$ cat config.mk
export PLATFORM = sky130hd
export DESIGN_NAME = alu_flag_cond_unit
export DESIGN_NICKNAME = d
export VERILOG_FILES = /design/src/rtl/alu_flag_cond_unit.sv
export SDC_FILE = /design/constraint.sdc
export NUM_CORES = 1
export LEC_CHECK = 0
export BUFFER_PORTS_ARGS = -buffer_cell sky130_fd_sc_hd__buf_4
export CAP_MARGIN = 20
export CORE_ASPECT_RATIO = 1.2
export CORE_MARGIN = 2
export CORE_UTILIZATION = 48
export DETAILED_ROUTE_END_ITERATION = 10
export GPL_ROUTABILITY_DRIVEN = 0
export GPL_TIMING_DRIVEN = 0
export PLACE_DENSITY = 0.75
export SYNTH_ARGS = -nofsm -noshare
export SYNTH_HDL_FRONTEND = slang
export SYNTH_SLANG_ARGS = --single-unit
$ cat constraint.sdc
create_clock -name clk -period 2.26 [get_ports clk]
set_input_delay 0 -clock clk [delete_from_list [all_inputs] [get_ports clk]]
set_output_delay 0 -clock clk [all_outputs]
set_load 0.05 [all_outputs]
$ cat src/rtl/alu_flag_cond_unit.sv
// ALU result/flag consumer: condition check against PSR, flag commit, one-stage valid/ready result register.
// Optional build macro PSR_WRITE_EN adds a direct PSR write port (psr_wr/psr_wdata) that overrides flag commits.
module alu_flag_cond_unit #(
  parameter int unsigned DATA_W    = 32,
  parameter logic [3:0]  PSR_RESET = 4'b0000
) (
  input  logic              clk,
  input  logic              reset,
  input  logic              in_valid,
  output logic              in_ready,
  input  logic [DATA_W-1:0] Out,
  input  logic              Z,
  input  logic              N,
  input  logic              C,
  input  logic              V,
  input  logic [3:0]        cond,
  input  logic              s_bit,
  output logic              res_valid,
  input  logic              res_ready,
  output logic [DATA_W-1:0] res_data,
  output logic              res_exec,
  output logic [3:0]        psr,
  output logic [15:0]       squash_cnt
`ifdef PSR_WRITE_EN
  ,
  input  logic              psr_wr,
  input  logic [3:0]        psr_wdata
`endif
);

  localparam int unsigned CNT_W   = 16;
  localparam logic [CNT_W-1:0] CNT_MAX = '1;

  localparam logic [3:0] COND_EQ = 4'b0000;
  localparam logic [3:0] COND_NE = 4'b0001;
  localparam logic [3:0] COND_CS = 4'b0010;
  localparam logic [3:0] COND_CC = 4'b0011;
  localparam logic [3:0] COND_MI = 4'b0100;
  localparam logic [3:0] COND_PL = 4'b0101;
  localparam logic [3:0] COND_VS = 4'b0110;
  localparam logic [3:0] COND_VC = 4'b0111;
  localparam logic [3:0] COND_HI = 4'b1000;
  localparam logic [3:0] COND_LS = 4'b1001;
  localparam logic [3:0] COND_GE = 4'b1010;
  localparam logic [3:0] COND_LT = 4'b1011;
  localparam logic [3:0] COND_GT = 4'b1100;
  localparam logic [3:0] COND_LE = 4'b1101;
  localparam logic [3:0] COND_AL = 4'b1110;

  logic              res_valid_q, res_valid_d;
  logic [DATA_W-1:0] res_data_q,  res_data_d;
  logic              res_exec_q,  res_exec_d;
  logic [3:0]        psr_q,       psr_d;
  logic [CNT_W-1:0]  squash_q,    squash_d;

  logic psr_n, psr_z, psr_c, psr_v;
  logic pass_c;
  logic accept_c;

  assign psr_n = psr_q[3];
  assign psr_z = psr_q[2];
  assign psr_c = psr_q[1];
  assign psr_v = psr_q[0];

  // Condition sees only the architectural PSR, never the beat's own flags.
  always_comb begin
    pass_c = 1'b0;
    unique case (cond)
      COND_EQ: pass_c = psr_z;
      COND_NE: pass_c = !psr_z;
      COND_CS: pass_c = psr_c;
      COND_CC: pass_c = !psr_c;
      COND_MI: pass_c = psr_n;
      COND_PL: pass_c = !psr_n;
      COND_VS: pass_c = psr_v;
      COND_VC: pass_c = !psr_v;
      COND_HI: pass_c = psr_c & !psr_z;
      COND_LS: pass_c = !psr_c | psr_z;
      COND_GE: pass_c = (psr_n == psr_v);
      COND_LT: pass_c = (psr_n != psr_v);
      COND_GT: pass_c = !psr_z & (psr_n == psr_v);
      COND_LE: pass_c = psr_z | (psr_n != psr_v);
      COND_AL: pass_c = 1'b1;
      default: pass_c = 1'b0;
    endcase
  end

  assign in_ready = !res_valid_q | res_ready;
  assign accept_c = in_valid & in_ready;

  // Next-state for the result register, PSR and squash counter.
  always_comb begin
    res_valid_d = res_valid_q;
    res_data_d  = res_data_q;
    res_exec_d  = res_exec_q;
    psr_d       = psr_q;
    squash_d    = squash_q;

    if (accept_c) begin
      res_valid_d = 1'b1;
      res_data_d  = Out;
      res_exec_d  = pass_c;
      if (pass_c && s_bit) begin
        psr_d = {N, Z, C, V};
      end
      if (!pass_c && (squash_q != CNT_MAX)) begin
        squash_d = squash_q + CNT_W'(1);
      end
    end else if (res_ready) begin
      res_valid_d = 1'b0;
    end

`ifdef PSR_WRITE_EN
    if (psr_wr) begin
      psr_d = psr_wdata;
    end
`endif
  end

  always_ff @(posedge clk or posedge reset) begin
    if (reset) begin
      res_valid_q <= 1'b0;
      res_data_q  <= '0;
      res_exec_q  <= 1'b0;
      psr_q       <= PSR_RESET;
      squash_q    <= '0;
    end else begin
      res_valid_q <= res_valid_d;
      res_data_q  <= res_data_d;
      res_exec_q  <= res_exec_d;
      psr_q       <= psr_d;
      squash_q    <= squash_d;
    end
  end

  assign res_valid  = res_valid_q;
  assign res_data   = res_data_q;
  assign res_exec   = res_exec_q;
  assign psr        = psr_q;
  assign squash_cnt = squash_q;

endmodule

* Word level (Yosys, flattened, before mapping)
Index checks and enable logic that the tools add are counted.
** Storage, ports and cells
- Logic and storage cells :: 44
- Input port bits :: 45
- Output and inout port bits :: 55
- Register bits :: 54
** Operators by class
- Reduce and logical (&&, ||, !) cells :: 12
- Equal/unequal tests :: 17
- Bitwise logic cells :: 6
- $add $sub $neg :: 1
- Mux-type cells :: 3
** Operator list (number)
- == test 4 bit (second input constant) :: 7
- adder 16 x 1 -> 16 bit (second input constant) :: 1
- == test 4 x 3 -> 1 bit (second input constant) :: 4
- != test 16 bit (second input constant) :: 1
- one-hot mux 1 bit (15 select lines) :: 1
- == test 4 x 2 -> 1 bit (second input constant) :: 2
- logical NOT 1 bit :: 6
- == test 4 x 1 -> 1 bit (second input constant) :: 1
- logical NOT 4 bit :: 1
- AND reduction 2 bit :: 2
- bitwise AND 1 bit :: 3
- bitwise OR 1 bit :: 3
- logical AND 1 bit :: 2
- two-way mux 1 bit :: 2
- nonzero test 2 bit :: 1
- == test 1 bit :: 1
- != test 1 bit :: 1

* Longest topological paths before layout
- Word-level depth :: 6
- Gate-level depth with buffers :: 7
- Gate-level depth less buffers :: 6

* Worst setup path after synthesis
Ideal clock, no wire load.
- Path type :: reg2reg
- Start :: register res_valid_q, in the netlist res_valid
- End :: register squash_q[13], in the netlist squash_cnt[13]
- Arrival :: 2.036 ns
- Required time :: 2.116 ns
- Clock period less this slack :: 2.180 ns
- Setup time :: 0.144 ns
- Setup slack :: 0.080 ns
- Buffers on the path :: 1
- Cell stages (with the launch flop) :: 8
- Path through :: dfrtp_1 > nand2b_1 > nand2_1 > clkbuf_1 > nor2_1 > nand4_1 > nor4_1 > xor2_1
** On the way
- Longest elaborated chain between the ends :: 4
** RTL lines
- start: declaration :: RTL line 50 : logic res_valid_q, res_valid_d;
- start signal: assignment :: RTL line 128 : res_valid_q <= res_valid_d;
- logical NOT 1 bit :: RTL line 88 : assign in_ready = !res_valid_q | res_ready;
- bitwise OR 1 bit :: RTL line 88
- net in_ready :: RTL line 10 : output logic in_ready,
- bitwise AND 1 bit :: RTL line 89 : assign accept_c = in_valid & in_ready;
- AND reduction 2 bit (no source line)
- end signal: assignment :: RTL line 132 : squash_q <= squash_d;
- end: declaration :: RTL line 54 : logic [CNT_W-1:0] squash_q, squash_d;
The timed path passes the listed nets, and every way through them passes these cells.
A chain may end at the register's enable or synchronous reset.

* Worst setup path after layout
- Start :: register psr_q[3], in the netlist psr[3]
- End :: register squash_q[1], in the netlist squash_cnt[1]
** On the way
- Longest elaborated chain between the ends :: 6
- Elaborated cells on any way between the ends :: 9
- Those cells by class :: eq/ne: 2; mux: 1; bitwise: 2; reduce/logical: 4
** RTL lines
- start: declaration :: RTL line 53 : logic [3:0] psr_q, psr_d;
- start signal: assignment :: RTL line 131 : psr_q <= psr_d;
- != test 1 bit or == test 1 bit (tied branches)
- bitwise OR 1 bit or bitwise AND 1 bit (tied branches) :: RTL line 82, 81
- one-hot mux 1 bit (15 select lines) (*) :: RTL line 68 : unique case (cond)
- logical NOT 1 bit (*) :: RTL line 106 : if (!pass_c && (squash_q != CNT_MAX)) begin
- logical AND 1 bit (*) :: RTL line 106
- AND reduction 2 bit (no source line) (*)
Mark *: on every way between the ends. The rest lies on a longest branch, timed or not.

==> implementation parameters <==
Parameter                              Value

Outcome
  Result of the run    completed

Logic synthesis
  Number of synthesized register bits    54
  Netlist area before placement    roughly 2500 µm²
  Synthesis Warnings    0
  Synth Area per Inst    9.668 µm²
  Fraction of post-synthesis cell area in the top cell type by area    ~54%
  Post-Syn Nets    between 300 and 400
  FFs w/ async S/R, synth    100.0%
  Ranking of synthesized cells by instance count    105 x sky130_fd_sc_hd__nand2_1, 54 x sky130_fd_sc_hd__dfrtp_1, 14 x sky130_fd_sc_hd__xor2_1
  Most repeated cell in the gate-level netlist after synthesis    sky130_fd_sc_hd__nand2_1
  Number of distinct library cell variants in the gate-level netlist after synthesis    39
  Synth area leaders    sky130_fd_sc_hd__dfrtp_1 54%, sky130_fd_sc_hd__nand2_1 16%, sky130_fd_sc_hd__xor2_1 4.9%
  Leading area contributor after synthesis    sky130_fd_sc_hd__dfrtp_1
  Sequential cell area fraction in the yosys report    53.76%
  Cell count after synthesis    260
  Number of enable-type register cells in the synthesized netlist    0
  Top_reg_cell synth    sky130_fd_sc_hd__dfrtp_1

CTS
  CTS root buf    sky130_fd_sc_hd__clkbuf_8
  Clock transition at path regs    0.09 ns
  Clk sinks    54
  Maximum number of buffers from clock root to sink    2
  Number of H-tree levels    2
  Clock tree from TritonCTS    yes
  Clock latency reported for the late side of the worst-skew pair    around 0.3 ns
  Num CTS Buffers    5

Routing
  Avg WL per Cell    14.27 µm
  DRC violations left    0
  Iteration count of the initial detailed-routing pass    4
  Initial detailed-routing violation count    46
  Remaining number of nets flagged by the antenna check after routing    0
  Average via count per standard cell    between 5 and 6
  Total wirelength of the detailed-routed design    between 6000 and 7000 µm
  Vias post-DR    2,358

Timing
  Crit path time final    roughly 2.1 ns
  Final worst-path cycle share    a little over nine tenths
  Transition time of the tightest slew-check pin    0.5261 ns
  Worst-case headroom to the max-slew limit    between 60 and 70%
  Final Hold Fails    0
  Max-slew violations    0
  RSZ-0062 raised after global routing    false
  Achievable Freq    ~470 MHz
  Final setup fails    0
  Fin Clk Skew    between 0.009 and 0.01 ns
  Sum Neg Setup Slack    0 ns

Worst setup path
  CP Cell Sequence    xnor2_1, o32ai_1, o311ai_2, o211a_4, nand3_2, mux2_4
  Library cell contributing the largest single delay on the critical path    sky130_fd_sc_hd__dfrtp_1
  WP data required    between 2 and 2.5 ns
  Critical path peak fanout    10
  CP max stage delay    about 0.43 ns
  Buffer and inverter count on the worst path    0
  Start-to-end type of the worst setup path    reg -> reg
  Kind of launch point of the worst setup path    flip-flop
  Endpoint arrival time on the critical path    about 2.3 ns
  Crit-path leading delay family    compound AO/OA/AOI/OAI gates
  Critical Path Sink Type    flip-flop

GRT
  Via count of the first global-routing pass    about 2.5k
  Maximum number of pins on one net before global-route repair    44
  Total gr overflow    0
  Initial antenna violation count    0
  Total Routing Usage GR    a little under a quarter
  Global-route wire length before repair    11,250 µm

Final layout
  Count of fill cells added during filler insertion    347
  Final antenna diode count    0
  Fraction of layout instances using a drive strength above 1    between 30% and 40%
  Post-layout nets    ~450
  Count of non-filler cells in the finished layout    463
  Final Util    77.44%
  Sequential cell area    between 1000 and 1500 µm²
  Footprint of the multi-input gates    1099 µm²
  Synth-to-Final Area Change    53.26%

Power and ir drop
  Leakage power total    2.031 nW
  VDD IR max    roughly 0.00057 V
  PD cells    ~950 nW/µm²

Die
  Rows    28
  I/O pin count    100
  Die span in x    70.06 µm
  Core box area    4975 µm²
  Die extent in y    around 83 µm
  Initial cell density of the core    roughly 50%
  Floorplan die area    5834 µm²

Place
  Number of port buffers    96
  Number of cells after detailed placement    417
  Half-perimeter wire length after detailed placement    between 4000 and 5000 µm

Min path
  Class of the tightest hold or removal check    in -> reg

Job
  Max-capacitance violation count    0
## final timing paths
path | startpoint | to | slack [ns] | cells past startpoint
worst max-delay path | psr[3]$_DFFE_PP0P_ | squash_cnt[1]$_DFFE_PP0P_ | 0.12 | 6
min in group asynchronous | reset | res_data[29]$_DFFE_PP0P_ | 0.18 | 3
max in group asynchronous | reset | squash_cnt[12]$_DFFE_PP0P_ | 1.57 | 4
worst max register to register | psr[3]$_DFFE_PP0P_ | squash_cnt[1]$_DFFE_PP0P_ | 0.12 | 6
worst min-delay path | res_ready | res_valid$_DFFE_PP0P_ | 0.07 | 3
worst min register to register | res_data[9]$_DFFE_PP0P_ | res_data[9]$_DFFE_PP0P_ | 0.48 | 2
## what timing repair did
item | 4_1_cts | 5_1_grt
endpoints found under the hold margin | 91 | 0
gates resized for setup | 0 | 0
buffers inserted | 0 | 0
hold buffers | 38 | 0
## sequential cells by signal (all words and copies together), names as in the netlist
signal      cells
res_data       32
squash_cnt     16
res_exec        1
psr             4
res_valid       1
## layout by cell type (no fill, tap or decap), drive strengths merged
cell         instances
ha                   1
nor2                 5
o31a                 1
clkbuf              12
xnor2                4
bufinv               2
nand4                6
nand2b               4
o311ai               1
nor4                 3
mux2                 5
nor4b                4
nor4bb               1
nand2              106
buf                103
and3b                1
a21oi                2
and4                 6
o22a                 1
and2                 3
o211a                1
inv                  3
nor3                 5
dfrtp               54
o32ai                1
nand3                5
o21ai                3
nor3b                1
dlygate4sd3         38
xor2                14
and3                 6
mux2i                1
## where the power goes
part	leakage [nW]	switching (mW)	total, mW	internal, mW
Sequential	0.672	0.170	1.31	1.14
Combinational	1.29	1.01	1.56	0.547
Clock	0.0714	0.314	0.786	0.472
Total	2.03	1.50	3.66	2.16
## cell families (layout without fill, tap and decap cells)
family	Yosys count	in the layout	share of synthesized area, %
adders and majority gates	1	1	0.4977
muxes	6	6	2.787
DFF	54	54	53.76
xor gates and xnor gates	18	18	6.272
buffers and inverters	15	158	2.539
and+or+nand+nor	156	156	30.61
AOI/OAI and AO/OA	10	10	3.534
## area by class of cell
cell class	count	share of cell area, %
Clock inverter	2	1.559
Multi-Input combinational cell	191	28.52
Sequential cell	54	35.08
Timing Repair Buffer	135	29.10
Clock buffer	6	2.144
Inverter	3	0.2923
Tap cell	60	1.949
Buffer	12	1.364
## metrics by stage
stage	power, mW	instance area [µm²]	hold slack [ns]	setup slack, ns
after CTS	3.669	3852	0.05308	0.1345
after global placement	2.797	3309	0.1880	0.1597
after global routing	3.830	3852	0.09187	0.02734
final	3.657	3852	0.06794	0.1226
after floorplan	2.349	2514	0.1054	0.07993
after detailed placement	2.834	3329	-0.03625	0.1413
## routing by layer
metal | part of all wire [%] | global-route usage (%) | vias to the layer above
met3 | 6.6 | 6.675 | 9
met1 | 40 | 28.90 | 1131
li1 | - | - | 1139
met5 | 0 | 0 | -
met4 | 1.3 | 6.643 | 0
met2 | 52 | 40.87 | 79
## worst register-to-register path, cell delays in order, from the launching register on
cell and delay, ns:
sky130_fd_sc_hd__dfrtp_1 0.43, sky130_fd_sc_hd__xnor2_1 0.30, sky130_fd_sc_hd__o32ai_1 0.15, sky130_fd_sc_hd__o311ai_2 0.41, sky130_fd_sc_hd__o211a_4 0.31, sky130_fd_sc_hd__nand3_2 0.13
sky130_fd_sc_hd__mux2_4 0.32
(Power assumes the default switching activity.)
